**src/rtl/dds_write_sequencer_if.sv**
```systemverilog
// rtl/dds_write_sequencer_if.sv - command and register-writer handshake bundle for dds_write_sequencer
//
// Signals:
//   cmd_valid / cmd_ready            host command handshake
//   cmd_bytes, cmd_data, cmd_update  command payload (data MSB-first, left-justified)
//   registerData_Bytes, registerData request payload to the SPI register writer
//   registerDataReady                request to the SPI register writer
//   writer_busy                      busy flag returned by the SPI register writer
// Modports: slave = the sequencer, master = host plus register writer side.
interface dds_write_sequencer_if #(
    parameter int LENGTH_BIT_COUNT = 3,
    parameter int MAXLENGTH8       = 56
);
    logic                        cmd_valid;
    logic                        cmd_ready;
    logic [LENGTH_BIT_COUNT-1:0] cmd_bytes;
    logic [MAXLENGTH8-1:0]       cmd_data;
    logic                        cmd_update;
    logic [LENGTH_BIT_COUNT-1:0] registerData_Bytes;
    logic [MAXLENGTH8-1:0]       registerData;
    logic                        registerDataReady;
    logic                        writer_busy;

    modport slave (
        input  cmd_valid, cmd_bytes, cmd_data, cmd_update, writer_busy,
        output cmd_ready, registerData_Bytes, registerData, registerDataReady
    );

    modport master (
        output cmd_valid, cmd_bytes, cmd_data, cmd_update, writer_busy,
        input  cmd_ready, registerData_Bytes, registerData, registerDataReady
    );
endinterface

```
**src/rtl/dds_write_sequencer.sv**
```systemverilog
// rtl/dds_write_sequencer.sv - queues DDS register writes and sequences them to an SPI register writer
//
// Ports:
//   SPI_clk       sole clock, rising edge
//   rst_n         synchronous active-low reset
//   bus           dds_write_sequencer_if.slave (command handshake and writer request/busy)
//   io_update     DDS IO_UPDATE strobe, UPDATE_CYCLES clocks long
//   fifo_count    number of queued commands
//   seq_idle      FSM idle, queue empty and writer not busy
//   err_zero_len  one-clock pulse when a zero-length command is dropped
//   err_timeout   one-clock pulse when a request is abandoned because writer_busy never rose
module dds_write_sequencer #(
    parameter int LENGTH_BIT_COUNT = 3,
    parameter int MAXLENGTH        = 7,
    parameter int MAXLENGTH8       = MAXLENGTH * 8,
    parameter int FIFO_AW          = 2,
    parameter int UPDATE_CYCLES    = 4,
    parameter int TIMEOUT_CYCLES   = 16
) (
    input  logic                  SPI_clk,
    input  logic                  rst_n,
    dds_write_sequencer_if.slave  bus,
    output logic                  io_update,
    output logic [FIFO_AW:0]      fifo_count,
    output logic                  seq_idle,
    output logic                  err_zero_len,
    output logic                  err_timeout
);
    localparam int               DEPTH     = 1 << FIFO_AW;
    localparam int               EW        = LENGTH_BIT_COUNT + MAXLENGTH8 + 1;
    localparam logic [FIFO_AW:0] DEPTH_CNT = (FIFO_AW + 1)'(DEPTH);
    localparam logic [7:0]       TMO_LAST  = 8'(TIMEOUT_CYCLES - 1);
    localparam logic [7:0]       UPD_LAST  = 8'(UPDATE_CYCLES - 1);

    typedef enum logic [1:0] {IDLE, ISSUE, WAIT_DONE, UPDATE} state_t;

    logic [EW-1:0]      mem [DEPTH];
    logic [FIFO_AW-1:0] wr_ptr;
    logic [FIFO_AW-1:0] rd_ptr;
    logic [FIFO_AW:0]   count;
    logic               ready_q;     // low during reset and on the first clock of it
    logic               nonempty_q;  // count!=0 one clock late; forces a 2-clock push-to-issue latency
    logic               cmd_ready_c;
    logic               take;
    logic               push;
    logic               pop;
    logic [EW-1:0]      head;

    state_t             state;
    logic               upd_q;
    logic [7:0]         tmo_cnt;
    logic [7:0]         upd_cnt;

    // Ready looks only at the registered count; a pop in the same clock does not free a slot early.
    assign cmd_ready_c   = ready_q && (count < DEPTH_CNT);
    assign bus.cmd_ready = cmd_ready_c;
    assign take          = bus.cmd_valid && cmd_ready_c;
    assign push          = take && (bus.cmd_bytes != '0);
    // Waiting for writer_busy low in IDLE also covers a reset that lands mid-frame.
    assign pop           = (state == IDLE) && nonempty_q && (count != '0) && !bus.writer_busy;
    assign head          = mem[rd_ptr];
    assign fifo_count    = count;
    assign seq_idle      = ready_q && (state == IDLE) && (count == '0) && !bus.writer_busy;

    always_ff @(posedge SPI_clk) begin
        if (push) begin
            mem[wr_ptr] <= {bus.cmd_bytes, bus.cmd_data, bus.cmd_update};
        end
    end

    always_ff @(posedge SPI_clk) begin
        if (!rst_n) begin
            wr_ptr       <= '0;
            rd_ptr       <= '0;
            count        <= '0;
            ready_q      <= 1'b0;
            nonempty_q   <= 1'b0;
            err_zero_len <= 1'b0;
        end else begin
            ready_q      <= 1'b1;
            nonempty_q   <= (count != '0);
            err_zero_len <= take && (bus.cmd_bytes == '0);
            if (push) begin
                wr_ptr <= wr_ptr + 1'b1;
            end
            if (pop) begin
                rd_ptr <= rd_ptr + 1'b1;
            end
            case ({push, pop})
                2'b10:   count <= count + 1'b1;
                2'b01:   count <= count - 1'b1;
                default: count <= count;
            endcase
        end
    end

    always_ff @(posedge SPI_clk) begin
        if (!rst_n) begin
            state                  <= IDLE;
            upd_q                  <= 1'b0;
            tmo_cnt                <= '0;
            upd_cnt                <= '0;
            io_update              <= 1'b0;
            err_timeout            <= 1'b0;
            bus.registerDataReady  <= 1'b0;
            bus.registerData       <= '0;
            bus.registerData_Bytes <= '0;
        end else begin
            err_timeout <= 1'b0;
            case (state)
                IDLE: begin
                    if (pop) begin
                        bus.registerData_Bytes <= head[EW-1 -: LENGTH_BIT_COUNT];
                        bus.registerData       <= head[MAXLENGTH8:1];
                        upd_q                  <= head[0];
                        bus.registerDataReady  <= 1'b1;
                        tmo_cnt                <= '0;
                        state                  <= ISSUE;
                    end
                end
                ISSUE: begin
                    if (bus.writer_busy) begin
                        bus.registerDataReady <= 1'b0;
                        state                 <= WAIT_DONE;
                    end else if (tmo_cnt == TMO_LAST) begin
                        // Command already popped; dropping it here also drops its update request.
                        bus.registerDataReady <= 1'b0;
                        err_timeout           <= 1'b1;
                        state                 <= IDLE;
                    end else begin
                        tmo_cnt <= tmo_cnt + 1'b1;
                    end
                end
                WAIT_DONE: begin
                    if (!bus.writer_busy) begin
                        if (upd_q) begin
                            io_update <= 1'b1;
                            upd_cnt   <= '0;
                            state     <= UPDATE;
                        end else begin
                            state <= IDLE;
                        end
                    end
                end
                UPDATE: begin
                    if (upd_cnt == UPD_LAST) begin
                        io_update <= 1'b0;
                        state     <= IDLE;
                    end else begin
                        upd_cnt <= upd_cnt + 1'b1;
                    end
                end
                default: state <= IDLE;
            endcase
        end
    end
endmodule

```
**src/flat_wrapper.sv**
```systemverilog
// flat-port wrapper written by rule: the top's interface ports become plain ports
module dds_write_sequencer_flat 
#(
    parameter int LENGTH_BIT_COUNT = 3,
    parameter int MAXLENGTH        = 7,
    parameter int MAXLENGTH8       = MAXLENGTH * 8,
    parameter int FIFO_AW          = 2,
    parameter int UPDATE_CYCLES    = 4,
    parameter int TIMEOUT_CYCLES   = 16
)
  (SPI_clk, rst_n, io_update, fifo_count, seq_idle, err_zero_len, err_timeout, bus_cmd_valid, bus_cmd_bytes, bus_cmd_data, bus_cmd_update, bus_writer_busy, bus_cmd_ready, bus_registerData_Bytes, bus_registerData, bus_registerDataReady);
  dds_write_sequencer_if #(.LENGTH_BIT_COUNT(LENGTH_BIT_COUNT), .MAXLENGTH8(MAXLENGTH8)) bus_i ();
  input  logic SPI_clk;
  input  logic rst_n;
  output logic io_update;
  output logic [FIFO_AW:0] fifo_count;
  output logic seq_idle;
  output logic err_zero_len;
  output logic err_timeout;
  input wire logic [$bits(bus_i.cmd_valid)-1:0] bus_cmd_valid;
  input wire logic [$bits(bus_i.cmd_bytes)-1:0] bus_cmd_bytes;
  input wire logic [$bits(bus_i.cmd_data)-1:0] bus_cmd_data;
  input wire logic [$bits(bus_i.cmd_update)-1:0] bus_cmd_update;
  input wire logic [$bits(bus_i.writer_busy)-1:0] bus_writer_busy;
  output wire logic [$bits(bus_i.cmd_ready)-1:0] bus_cmd_ready;
  output wire logic [$bits(bus_i.registerData_Bytes)-1:0] bus_registerData_Bytes;
  output wire logic [$bits(bus_i.registerData)-1:0] bus_registerData;
  output wire logic [$bits(bus_i.registerDataReady)-1:0] bus_registerDataReady;
  assign bus_i.cmd_valid = bus_cmd_valid;
  assign bus_i.cmd_bytes = bus_cmd_bytes;
  assign bus_i.cmd_data = bus_cmd_data;
  assign bus_i.cmd_update = bus_cmd_update;
  assign bus_i.writer_busy = bus_writer_busy;
  assign bus_cmd_ready = bus_i.cmd_ready;
  assign bus_registerData_Bytes = bus_i.registerData_Bytes;
  assign bus_registerData = bus_i.registerData;
  assign bus_registerDataReady = bus_i.registerDataReady;
  dds_write_sequencer #(.LENGTH_BIT_COUNT(LENGTH_BIT_COUNT), .MAXLENGTH(MAXLENGTH), .MAXLENGTH8(MAXLENGTH8), .FIFO_AW(FIFO_AW), .UPDATE_CYCLES(UPDATE_CYCLES), .TIMEOUT_CYCLES(TIMEOUT_CYCLES)) u_core (.SPI_clk(SPI_clk), .rst_n(rst_n), .bus(bus_i), .io_update(io_update), .fifo_count(fifo_count), .seq_idle(seq_idle), .err_zero_len(err_zero_len), .err_timeout(err_timeout));
endmodule
```
**config.mk**
```make
export PLATFORM = sky130hd
export DESIGN_NAME = dds_write_sequencer_flat
export DESIGN_NICKNAME = d
export VERILOG_FILES = /design/src/rtl/dds_write_sequencer_if.sv /design/src/rtl/dds_write_sequencer.sv /design/src/flat_wrapper.sv
export SDC_FILE = /design/constraint.sdc
export NUM_CORES = 1
export LEC_CHECK = 0
export CAP_MARGIN = 25
export CORE_ASPECT_RATIO = 1.5
export CORE_MARGIN = 8
export CORE_UTILIZATION = 55
export CTS_BUF_LIST = sky130_fd_sc_hd__clkbuf_2
export DETAILED_ROUTE_END_ITERATION = 10
export PLACE_DENSITY = 0.75
export REMOVE_ABC_BUFFERS = 1
export SYNTH_ARGS = -nofsm -noshare
export SYNTH_HDL_FRONTEND = slang
export SYNTH_SLANG_ARGS = --single-unit
```
**constraint.sdc**
```tcl
create_clock -name SPI_clk -period 7.1 [get_ports SPI_clk]
set_clock_uncertainty 0.1 [all_clocks]
set_input_delay 0.71 -clock SPI_clk [delete_from_list [all_inputs] [get_ports SPI_clk]]
set_output_delay 0.71 -clock SPI_clk [all_outputs]
set_load 0.01 [all_outputs]
```
# --- Yosys cells after proc, flatten, opt, wreduce, memory -nomap -nowiden ---
# Memories as Yosys holds them, arrays and structs flattened. A register that Yosys moved wholly into a read port is not among the register bits.
# Index checks and enable logic that the tools add are counted.
word_totals:
  regBits: 31
  mem_bits_rw: 240
  out_inout_bits: 68
  mem_count: 1
memory_table:
  columns: ["name", "depth", "word_bits", "read_ports", "rd_ports_with_merged_regs", "wr", "line_no", "source"]
  rows:
  - ["u_core.mem", 4, 60, 1, 1, 1, "dds_write_sequencer.sv:37", "logic [EW-1:0] mem [DEPTH];"]
op_classes:
  n_addsub: 6
  n_lt_le_gt_ge: 1
  n_eq_ne: 15
  muxes: 28
  bitwise: 2
  n_reduce_logical: 27
ops:
  columns: ["op", "count"]
  rows:
  - ["$mux W8", 6]
  - ["$pmux W8 S2", 2]
  - ["$add A8 B1 Y8 const B", 2]
  - ["$reduce_and A4 Y1", 4]
  - ["$mux W2", 6]
  - ["$logic_and A1 B1 Y1", 10]
  - ["$mux W1", 10]
  - ["$eq A8 B2 Y1 const B", 1]
  - ["$eq A8 B4 Y1 const B", 1]
  - ["$ne A2 B2 Y1 const B", 4]
  - ["$pmux W2 S4", 1]
  - ["$eq A2 B2 Y1 const B", 3]
  - ["$logic_not A3 Y1", 2]
  - ["$ne A2 B1 Y1 const B", 3]
  - ["$pmux W3 S2", 1]
  - ["$reduce_bool A2 Y1", 3]
  - ["$reduce_bool A3 Y1", 2]
  - ["$add A2 B1 Y2 const B", 2]
  - ["$eq A2 B1 Y1 const B", 2]
  - ["$pmux W1 S2", 2]
  - ["$add A3 B1 Y3 const B", 1]
  - ["$lt A3 B3 Y1 const B", 1]
  - ["$ne A3 B2 Y1 const B", 1]
  - ["$reduce_and A3 Y1", 1]
  - ["other kinds (6)", 8]

# --- Logic depth before layout (Yosys ltp) ---
logic_depth:
  word_depth: 6
  mapped_depth: 10
  ltp_nobuf: 8

# --- Least setup slack after synthesis ---
# Ideal clock, no wire load.
synth_timing:
  path_kind: "input -> register"
  start: "input bus_cmd_bytes[1]"
  end: "memory u_core.mem[0][0] (netlist name), enable pin"
  setup_time_ns: 0.424
  arrival_time_ns: 2.618
  required_time_ns: 6.576
  slack_ns: 3.958
  stages: 4
  cell_sequence: "nor3_1 and3b_1 clkbuf_1 and2_1"
synth_between:
  elab_chain_cells: 4
synth_rtl:
  columns: ["element", "line_no", "source"]
  rows:
  - ["from (decl)", "flat_wrapper.sv:21", "input wire logic [$bits(bus_i.cmd_bytes)-1:0] bus_cmd_bytes;"]
  - ["$reduce_bool A3 Y1", "dds_write_sequencer.sv:58", "assign push = take && (bus.cmd_bytes != '0);"]
  - ["$logic_and A1 B1 Y1", "dds_write_sequencer.sv:58", null]
  - ["$mux W1", "dds_write_sequencer.sv:66", "if (push) begin"]
  - ["$mux W1 (not written as such)", "dds_write_sequencer.sv:67", "mem[wr_ptr] <= {bus.cmd_bytes, bus.cmd_data, bus.cmd_update};"]
  - ["to (decl)", "dds_write_sequencer.sv:37", null]
# Every way passes these cells.

# --- Final worst setup path ---
layout_timing:
  start: "register u_core.state[0]"
  end: "output seq_idle"
layout_between:
  elab_chain_cells: 4
layout_rtl:
  columns: ["element", "line_no", "source"]
  rows:
  - ["from (decl)", "dds_write_sequencer.sv:49", "state_t state;"]
  - ["from (signal assigned)", "dds_write_sequencer.sv:99", "state <= IDLE;"]
  - ["from (signal assigned)", "dds_write_sequencer.sv:118", "state <= ISSUE;"]
  - ["from (signal assigned)", "dds_write_sequencer.sv:124", "state <= WAIT_DONE;"]
  - ["$logic_not A2 Y1", "dds_write_sequencer.sv:63", "assign seq_idle = ready_q && (state == IDLE) && (count == '0) && !bus.writer_busy;"]
  - ["$logic_and A1 B1 Y1 (3 in series)", "dds_write_sequencer.sv:63", null]
  - ["to (decl)", "flat_wrapper.sv:17", "output logic seq_idle;"]
# Every way passes these cells.

==> impl_metrics.tcl <==
set metrics [dict create \
    status "finished clean" \
    p_int_uw 2618 \
    fp-row-count 67 \
    syn_inst 752 \
    grt_antenna_before_repair 3 \
    cts.sinks 331 \
    path_clk_slew_ps 100 \
    cts.repair.resized 0 \
    maxSlewViolCount 0 \
    setup_tns_ps 0 \
    grt_util_all_layers 0.1905 \
    hold_buffers 0 \
    io_pins 132 \
    use_met1 0.2054 \
    clock_path_buffers 3 \
    leakagePower_uw 0.004663 \
    cp-start-kind "flip-flop" \
    slowest_delay_ps 710 \
    grtUsageMet2 0.3377 \
    synth-seq-cells 331 \
    clock_latency_ps 870 \
    path_max_fanout 20 \
    cts_tree "yes" \
    wirelength_um 25230 \
    pre_cts_slack_ps 3864 \
    initial_core_util 0.5542 \
    synth_async_sr_flop_share 0 \
    vias_per_cell 5.603 \
    grt-ovfl-total 0 \
    dr.pass1.iters 4 \
    layout.nets 996 \
    cp_top_family "flip-flops" \
    layout.cells.most_common "edfxtp_1" \
    p_clk_frac 0.339 \
    fin_ws_ps 3898 \
    hpwlAfterDp_um 14560 \
    busiest_layer "met2" \
    pwr_density_cell_nw_per_um2 235.8 \
    num_vias 7088 \
    cts_max_level 3 \
    drt_iter0_markers 360 \
    period_minus_slack_ps 3202 \
    hold_viol 0 \
    combPwrFrac 0.040 \
    grt_setup_unrepaired "false" \
    path_class "reg -> out" \
    area_growth_pct 18.37 \
    path_buf_inv 1 \
    max-slew-margin-rel 0.3558 \
    synth_flop_cell "edfxtp_1" \
    grt_pass1_vias 7773 \
    ys_warn_count 0 \
    p_sw_uw 791.8 \
    slowest_stage "dfxtp_1" \
    port_buffers 131 \
    synth_area_per_cell_um2 16.25 \
    drtAntennaViolNets 0 \
    numCtsBuffers 75 \
    grt_pass1_wl_um 39610 \
    synth_edf_count 240 \
    hp-class "reg -> reg" \
    worstMarginPinSlew_ps 966.3 \
    gp_congestion 0.7366 \
    post_cts_buffers 0 \
    syn-cell-area_um2 12220 \
    remaining_drc_errors 0 \
    setup_viol 0 \
    coreArea_um2 22050 \
    crit_chain "nor2_1, and4b_1, clkdlybuf4s50_1" \
    synth_cell_types 54 \
    clockRootBuffer "clkbuf_2" \
    ir_worst_vdd_uv 125.1 \
    finalCritPeriodShare 0.4510 \
    fin_area_um2 14460 \
    grt_max_degree 67 \
    routedWlPerCell_um 19.95 \
    cap_violations 0 \
    fmax_mhz 312.3 \
    mostFrequentLayoutCells "edfxtp_1 (240), clkdlybuf4s50_1 (131), nand2_1 (130), clkbuf_2 (107), dfxtp_1 (89)" \
    place_area_um2 13770 \
    ff2ff_setup_slack_ps 4630 \
    fillers 1605 \
    switching_share 0.2322 \
    required_ps 6290 \
    dieArea_um2 27340 \
    pwr-share-seq 0.620 \
    drive_above_1_share 0.2051 \
    cp.arrival_ps 2390 \
    synth-seq-area-share 0.7389 \
    met3_usage 0.04702 \
    die_y_um 198.6 \
    end_kind "output pin" \
    fp.dieW_um 137.7 \
]
layer usage:
| metal | wire length (um) | vias up |
|---|---|---|
| met1 | 9562 | 3556 |
| li1 | - | 3284 |
| met3 | 1313 | 47 |
| met4 | 582 | 0 |
| met5 | 0 | - |
| met2 | 13780 | 201 |
area by class of cell:
class | instances | area (um2) | share of cell area
sequential | 331 | 9036 | 0.6247
multi-input combinational | 373 | 3015 | 0.2085
timing repair buffer | 135 | 1341 | 0.09273
clock buffer | 107 | 535.5 | 0.03702
tap | 276 | 345.3 | 0.02388
clock inverter | 31 | 150.1 | 0.01038
inverter | 8 | 30.03 | 0.002076
antenna | 4 | 10.01 | 0.0006920
cells in the mapped netlist (2+ instances only):
cell type / number / share of area
nand3_1: 10 / 0.0041
clkbuf_1: 33 / 0.010
a31oi_1: 5 / 0.0026
nor4_1: 3 / 0.0015
and2_1: 4 / 0.0020
xor2_1: 3 / 0.0022
inv_2: 2 / 0.00061
or4_1: 2 / 0.0012
mux4_2: 60 / 0.11
o21ai_0: 8 / 0.0033
and4_1: 2 / 0.0014
buf_2: 6 / 0.0025
dfxtp_1: 91 / 0.15
inv_1: 6 / 0.0018
nor2_1: 13 / 0.0040
a21oi_1: 72 / 0.029
xnor2_1: 3 / 0.0022
nor3_1: 6 / 0.0025
or3_1: 6 / 0.0031
mux2i_1: 2 / 0.0016
ha_1: 7 / 0.0072
edfxtp_1: 240 / 0.59
a311oi_1: 2 / 0.0014
nand2_1: 131 / 0.040
o31ai_1: 2 / 0.0012
nand4_1: 3 / 0.0015
nor2b_1: 3 / 0.0015
metrics by stage:
stage	hold slack, ps	instances	power (uW)	util
2_1_floorplan	339.6	712	2216	-
3_3_place_gp	342.3	1123	2291	0.6245
3_5_place_dp	346.4	1123	2299	0.6245
4_1_cts	285.6	1261	3453	0.6556
5_1_grt	279.8	1265	3558	0.6560
6_report	359.3	1265	3410	0.6560
cell families after synthesis:
| family | after synthesis | share of synthesized area |
|---|---|---|
| multiplexers | 63 | 0.1131 |
| AO/OA/AOI/OAI | 99 | 0.04577 |
| adder cells (fa/ha/maj) | 8 | 0.008806 |
| flip-flops | 331 | 0.7389 |
| XOR/XNOR | 6 | 0.004301 |
| AND/OR/NAND/NOR | 197 | 0.07373 |
| buffers and inverters | 48 | 0.01536 |
worst reg2reg max path: cells and delay by family, from the launching register on:
family / cells / cell delay, ps
flip-flops: 1 / 740
AND/OR/NAND/NOR: 1 / 80
buffers and inverters: 1 / 690
AO/OA/AOI/OAI: 1 / 70
multiplexers: 1 / 620
power by group through the flow:
stage / Sequential, uW / Combinational (uW) / Clock [uW]
2_1_floorplan: 2160 / 55.1 / 0
3_3_place_gp: 2160 / 134 / 0
3_5_place_dp: 2160 / 139 / 0
4_1_cts: 2120 / 140 / 1200
5_1_grt: 2120 / 148 / 1290
6_report: 2120 / 137 / 1160
registers in the layout, summed over array words and instances, names as in the netlist, 2 cells and up:
signal / flops
u_core.state: 2
u_core.rd_ptr: 2
u_core.fifo_count: 3
u_core.upd_cnt: 8
u_core.bus.registerData_Bytes: 3
u_core.wr_ptr: 2
u_core.mem: 240
u_core.bus.registerData: 56
u_core.tmo_cnt: 8
path summary, 6_finish.rpt:
check                                              endpoint                        start  depth (start not counted)
worst max-delay path                               seq_idle              u_core.state[0]                          3
worst max register to register  u_core.bus.registerData[41]             u_core.rd_ptr[0]                          4
worst min register to register  u_core.bus.registerData[47]  u_core.bus.registerData[47]                          2
worst min-delay path            u_core.bus.registerData[47]  u_core.bus.registerData[47]                          2
Power figures use the tool's default switching activity.
==> RTL change 1: new RTL, config.mk and constraints unchanged <==
The 4 states of `state_t` get a one-hot encoding in 4 bits.
--- a/src/rtl/dds_write_sequencer.sv
+++ b/src/rtl/dds_write_sequencer.sv
@@ -32,7 +32,7 @@
     localparam logic [7:0]       TMO_LAST  = 8'(TIMEOUT_CYCLES - 1);
     localparam logic [7:0]       UPD_LAST  = 8'(UPDATE_CYCLES - 1);
 
-    typedef enum logic [1:0] {IDLE, ISSUE, WAIT_DONE, UPDATE} state_t;
+    typedef enum logic [3:0] {IDLE = 4'b0001, ISSUE = 4'b0010, WAIT_DONE = 4'b0100, UPDATE = 4'b1000} state_t;
 
     logic [EW-1:0]      mem [DEPTH];
     logic [FIFO_AW-1:0] wr_ptr;
Check against the original RTL: same outputs for any inputs over 4 cycles, from zero or initial values and one cycle with rst_n low; so few cycles prove little.
==> RTL change 1 against the original RTL <==
Power rose by 3.5%; sequential cell count increased by 2; setup slack lost 0.12 ns; wire length is 1.1% lower; clock power increased by 9%; utilization up 0.47 points; final area grew 1.5%; synthesized area is 1.5% higher; critical path type unchanged.
==> RTL change 1: results (changes against the original RTL) <==
- Outcome: complete, no violations (unchanged)
- Worst Hold End: u_core.upd_q (was u_core.bus.registerData[47])
- Hold Startpoint: u_core.upd_q (was u_core.bus.registerData[47])
- Antenna violations before repair: 1 (was 3)
- Worst Path Arrival: 2.51 ns (was 2.39 ns)
- WL per Instance: 19.5 um (was 19.9 um)
- Sw power: 0.000794 W (was 0.000792 W)
- CTS buffer count: 76 (was 75)
- Layout Nets: 1009 (was 996)
- Met1 wire length: 9370 um (was 9560 um)
- Syn_area_per_cell: 16.1 um2 (was 16.2 um2)
- Met1 usage: 19.0% (was 20.5%)
- Placed insts: 1135 (was 1123)
- Area Overhead vs Synth: 18.4% (about the same)
- Leak pwr: 4.78 nW (was 4.66 nW)
- DP Wirelength: 14400 um (was 14600 um)
- Worst-Skew Late Latency: 0.81 ns (was 0.87 ns)
- Flop-to-flop setup slack: 4.05 ns (was 4.63 ns)
- Reg clk slew, reported paths: 0.08 ns (was 0.10 ns)
- Slowest cell delay on critical path: 0.55 ns (was 0.71 ns)
- Non-Filler Instances: 1277 (was 1265)
- Pin count of the biggest net entering global routing: 68 (was 67)
- DP Worst Slack: 3.46 ns (was 3.86 ns)
- Top cell types by occurrence after synthesis: edfxtp_1, nand2_1, dfxtp_1 (unchanged)
- Top cells by area, synth: edfxtp_1, dfxtp_1, mux4_2 (unchanged)
- CP max-delay cell: nor4b_2 (was dfxtp_1)
- Share of cells above drive strength 1: 20.9% (was 20.5%)
- Vias in the first global route: 7652 (was 7773)
==> RTL change 1: changes by cell type after synthesis, moves of 3 or more <==
| cell | delta |
|---|---|
| o211ai_1 | +3 |
| clkbuf_1 | -3 |
| a31oi_1 | -5 |
| or3_1 | -4 |
| a2111o_1 | +6 |
| o2111ai_1 | +5 |
| nand2_1 | +5 |
| buf_2 | +6 |
| o21ai_0 | -3 |
| buf_1 | +3 |
==> RTL change 1: kinds of logic after synthesis <==
| logic type | share of synthesized area, % |
|---|---|
| flops | 73.2 |
| mux | 11.1 |
| compound gates | 5.42 |
| fa+ha+maj | 0.868 |
| xor+xnor | 0.424 |
| buf+inv | 1.88 |
| simple gates | 7.20 |
==> RTL change 1: how the worst max path moves through the flow <==
stage                          from                    to  slack, ns
6_report            u_core.state[1]              seq_idle       3.78
5_1_grt             u_core.state[0]              seq_idle       3.46
3_3_place_gp        bus_writer_busy  u_core.fifo_count[2]       3.55
2_1_floorplan  u_core.fifo_count[0]  u_core.fifo_count[2]       2.78
4_1_cts             u_core.state[1]              seq_idle       3.68
3_5_place_dp        bus_writer_busy  u_core.fifo_count[2]       3.46
==> RTL change 1: power by group through the flow <==
stage | combinational [W] | sequential [W] | clock, W
after floorplan | 0.0000555 | 0.00217 | 0
after global placement | 0.000138 | 0.00217 | 0
after detailed placement | 0.000140 | 0.00217 | 0
after CTS | 0.000141 | 0.00213 | 0.00131
after global routing | 0.000150 | 0.00213 | 0.00141
final | 0.000139 | 0.00212 | 0.00126
==> RTL change 1: cell type report <==
cell class,instances,area share (%)
Antenna cell,2,0.0341
Clock buffer,118,4.02
Clock inverter,22,1.19
Inverter,7,0.179
Multi-Input combinational cell,383,21.2
Sequential cell,333,61.8
Tap cell,276,2.35
Timing Repair Buffer,136,9.19
==> RTL change 2: new RTL, same flow settings <==
Without the edit above. `MAXLENGTH` is set to 7 in 2 places; all go to 8.
--- a/src/rtl/dds_write_sequencer.sv
+++ b/src/rtl/dds_write_sequencer.sv
@@ -11,7 +11,7 @@
 //   err_timeout   one-clock pulse when a request is abandoned because writer_busy never rose
 module dds_write_sequencer #(
     parameter int LENGTH_BIT_COUNT = 3,
-    parameter int MAXLENGTH        = 7,
+    parameter int MAXLENGTH        = 8,
     parameter int MAXLENGTH8       = MAXLENGTH * 8,
     parameter int FIFO_AW          = 2,
     parameter int UPDATE_CYCLES    = 4,
--- a/src/flat_wrapper.sv
+++ b/src/flat_wrapper.sv
@@ -2,7 +2,7 @@
 module dds_write_sequencer_flat 
 #(
     parameter int LENGTH_BIT_COUNT = 3,
-    parameter int MAXLENGTH        = 7,
+    parameter int MAXLENGTH        = 8,
     parameter int MAXLENGTH8       = MAXLENGTH * 8,
     parameter int FIFO_AW          = 2,
     parameter int UPDATE_CYCLES    = 4,
Interface: changed (resized bus_cmd_data and bus_registerData); port bits go from 132 to 148. No check against the original RTL was run, so the function may have changed too.
==> RTL change 2 against the original RTL <==
Final area up 12%; synthesized area grew 12%; via count rose by 8.4%; setup slack worse by 0.24 ns; power up 11%; sequential cell count up 40; maximum frequency decreased by 6.9%; wire length is 9.6% higher; critical endpoint unchanged.
==> RTL change 2: results (changes against the original RTL) <==
- DP Wirelength: 16000 um (was 14600 um)
- Post-DP Area: 15500 um2 (was 13800 um2)
- Hold Startpoint: u_core.bus.registerData[41] (was u_core.bus.registerData[47])
- First-pass iteration count of the detailed router: 5 (was 4)
- CTS buffer count: 82 (was 75)
- Max clock buf depth: 3 (unchanged)
- Global-route wire length before repair: 43300 um (was 39600 um)
- Flop-to-flop setup slack: 3.76 ns (was 4.63 ns)
- Synth unique cells: 48 (was 54)
- EDFF count, synth: 272 (was 240)
- Hold_ws: 0.360 ns (was 0.359 ns)
- DRT iter0 DRCs: 407 (was 360)
- Biggest regs: u_core.mem (272), u_core.bus.registerData (64) (was u_core.mem (240), u_core.bus.registerData (56))
- Reg clk slew, reported paths: 0.12 ns (was 0.10 ns)
- Seq/Total Area, Yosys: 74.3% (was 73.9%)
- Post-Synthesis Cells: 832 (was 752)
- Peak VDD IR: 193 uV (was 125 uV)
- Layout Nets: 1106 (was 996)
- Top cell types by occurrence after synthesis: edfxtp_1, nand2_1, dfxtp_1 (unchanged)
- Post-cts sizing count: 0 (unchanged)
- R2r worst-path depth: 9 (was 4)
- RePlAce Congestion: 0.787 (was 0.737)
- Worst-margin pin slew: 0.995 ns (was 0.966 ns)
- Outcome: complete, no violations (unchanged)
- Largest fanout on the critical path: 19 (was 20)
- GRT Util Overall: 18.9% (was 19.1%)
- Vias in the first global route: 8240 (was 7773)
- Reg-to-reg startpoint: u_core.state[0] (was u_core.rd_ptr[0])
- Pin count of the biggest net entering global routing: 79 (was 67)
- Top cells by area, synth: edfxtp_1, dfxtp_1, mux4_2 (unchanged)
- Share of cells above drive strength 1: 20.4% (was 20.5%)
- Vias: 7685 (was 7088)
- Leak pwr: 5.27 nW (was 4.66 nW)
- Reg-to-Reg End: u_core.fifo_count[2] (was u_core.bus.registerData[41])
- Worst-Skew Late Latency: 0.84 ns (was 0.87 ns)
- Fill cells: 1757 (was 1605)
- DR vias/cell: 5.42 (was 5.60)
- Placed insts: 1266 (was 1123)
- Antenna violations before repair: 5 (was 3)
==> RTL change 2: cell types whose count changed in the layout (fill, tap and decap cells not counted), sizes merged, moves of 14 or more <==
cell / before / now
clkdlybuf4s50: 131 / 147
edfxtp: 240 / 272
nand2: 131 / 145
clkbuf: 107 / 127
==> RTL change 2: per-stage QoR <==
| step | power [W] | worst slack, ns | utilization [%] |
|---|---|---|---|
| final | 0.00380 | 3.66 | 66.6 |
| after global routing | 0.00397 | 3.41 | 66.6 |
| after CTS | 0.00386 | 3.56 | 66.5 |
| after detailed placement | 0.00258 | 3.20 | 63.5 |
| after global placement | 0.00257 | 3.25 | 63.0 |
| after floorplan | 0.00248 | 2.40 | - |
==> RTL change 2: power breakdown <==
group	total [W]	switching, W	internal [W]
clock	0.00127	0.000768	0.000506
combinational	0.000154	0.0000764	0.0000780
sequential	0.00237	0.0000125	0.00236
==> RTL change 2: how the worst max path moves through the flow <==
stage / startpoint / endpoint / cells past startpoint
final: u_core.state[0] / seq_idle / 4
after global routing: u_core.state[0] / seq_idle / 4
after CTS: u_core.state[0] / seq_idle / 4
after detailed placement: bus_writer_busy / u_core.fifo_count[2] / 10
after global placement: bus_writer_busy / u_core.fifo_count[2] / 10
after floorplan: bus_writer_busy / u_core.fifo_count[2] / 8
==> RTL change 2: routing by layer <==
metal | routed length, um | global-route usage [%] | up-vias
li1 | - | - | 3616
met1 | 10400 | 21.0 | 3779
met2 | 14700 | 33.0 | 238
met3 | 1680 | 4.52 | 52
met4 | 817 | 9.44 | 0
met5 | 0 | 0 | -
==> RTL change 2: cells by family after synthesis <==
family          Yosys count  share of synthesized area, %
compound gates          110                          4.50
buf+inv                  55                          1.65
fa+ha+maj                 8                         0.788
flops                   371                          74.3
xor+xnor                  6                         0.385
simple gates            209                          6.75
mux                      73                          11.6
==> RTL change 2: critical path: stages (launching register included) <==
cell	delay, ns
dfxtp_1	0.51
nor3_1	0.52
nand2_1	0.10
nor2_1	0.10
clkdlybuf4s50_1	0.55
==> RTL change 2: final cells by class <==
type | instances | area [um2] | share of cell area (%)
Tap cell | 324 | 405 | 2.49
Multi-Input combinational cell | 406 | 3300 | 20.3
Clock buffer | 127 | 636 | 3.91
Inverter | 9 | 35.0 | 0.215
Antenna cell | 5 | 12.5 | 0.0769
Timing Repair Buffer | 156 | 1620 | 9.96
Sequential cell | 371 | 10200 | 62.5
Clock inverter | 19 | 98.8 | 0.608
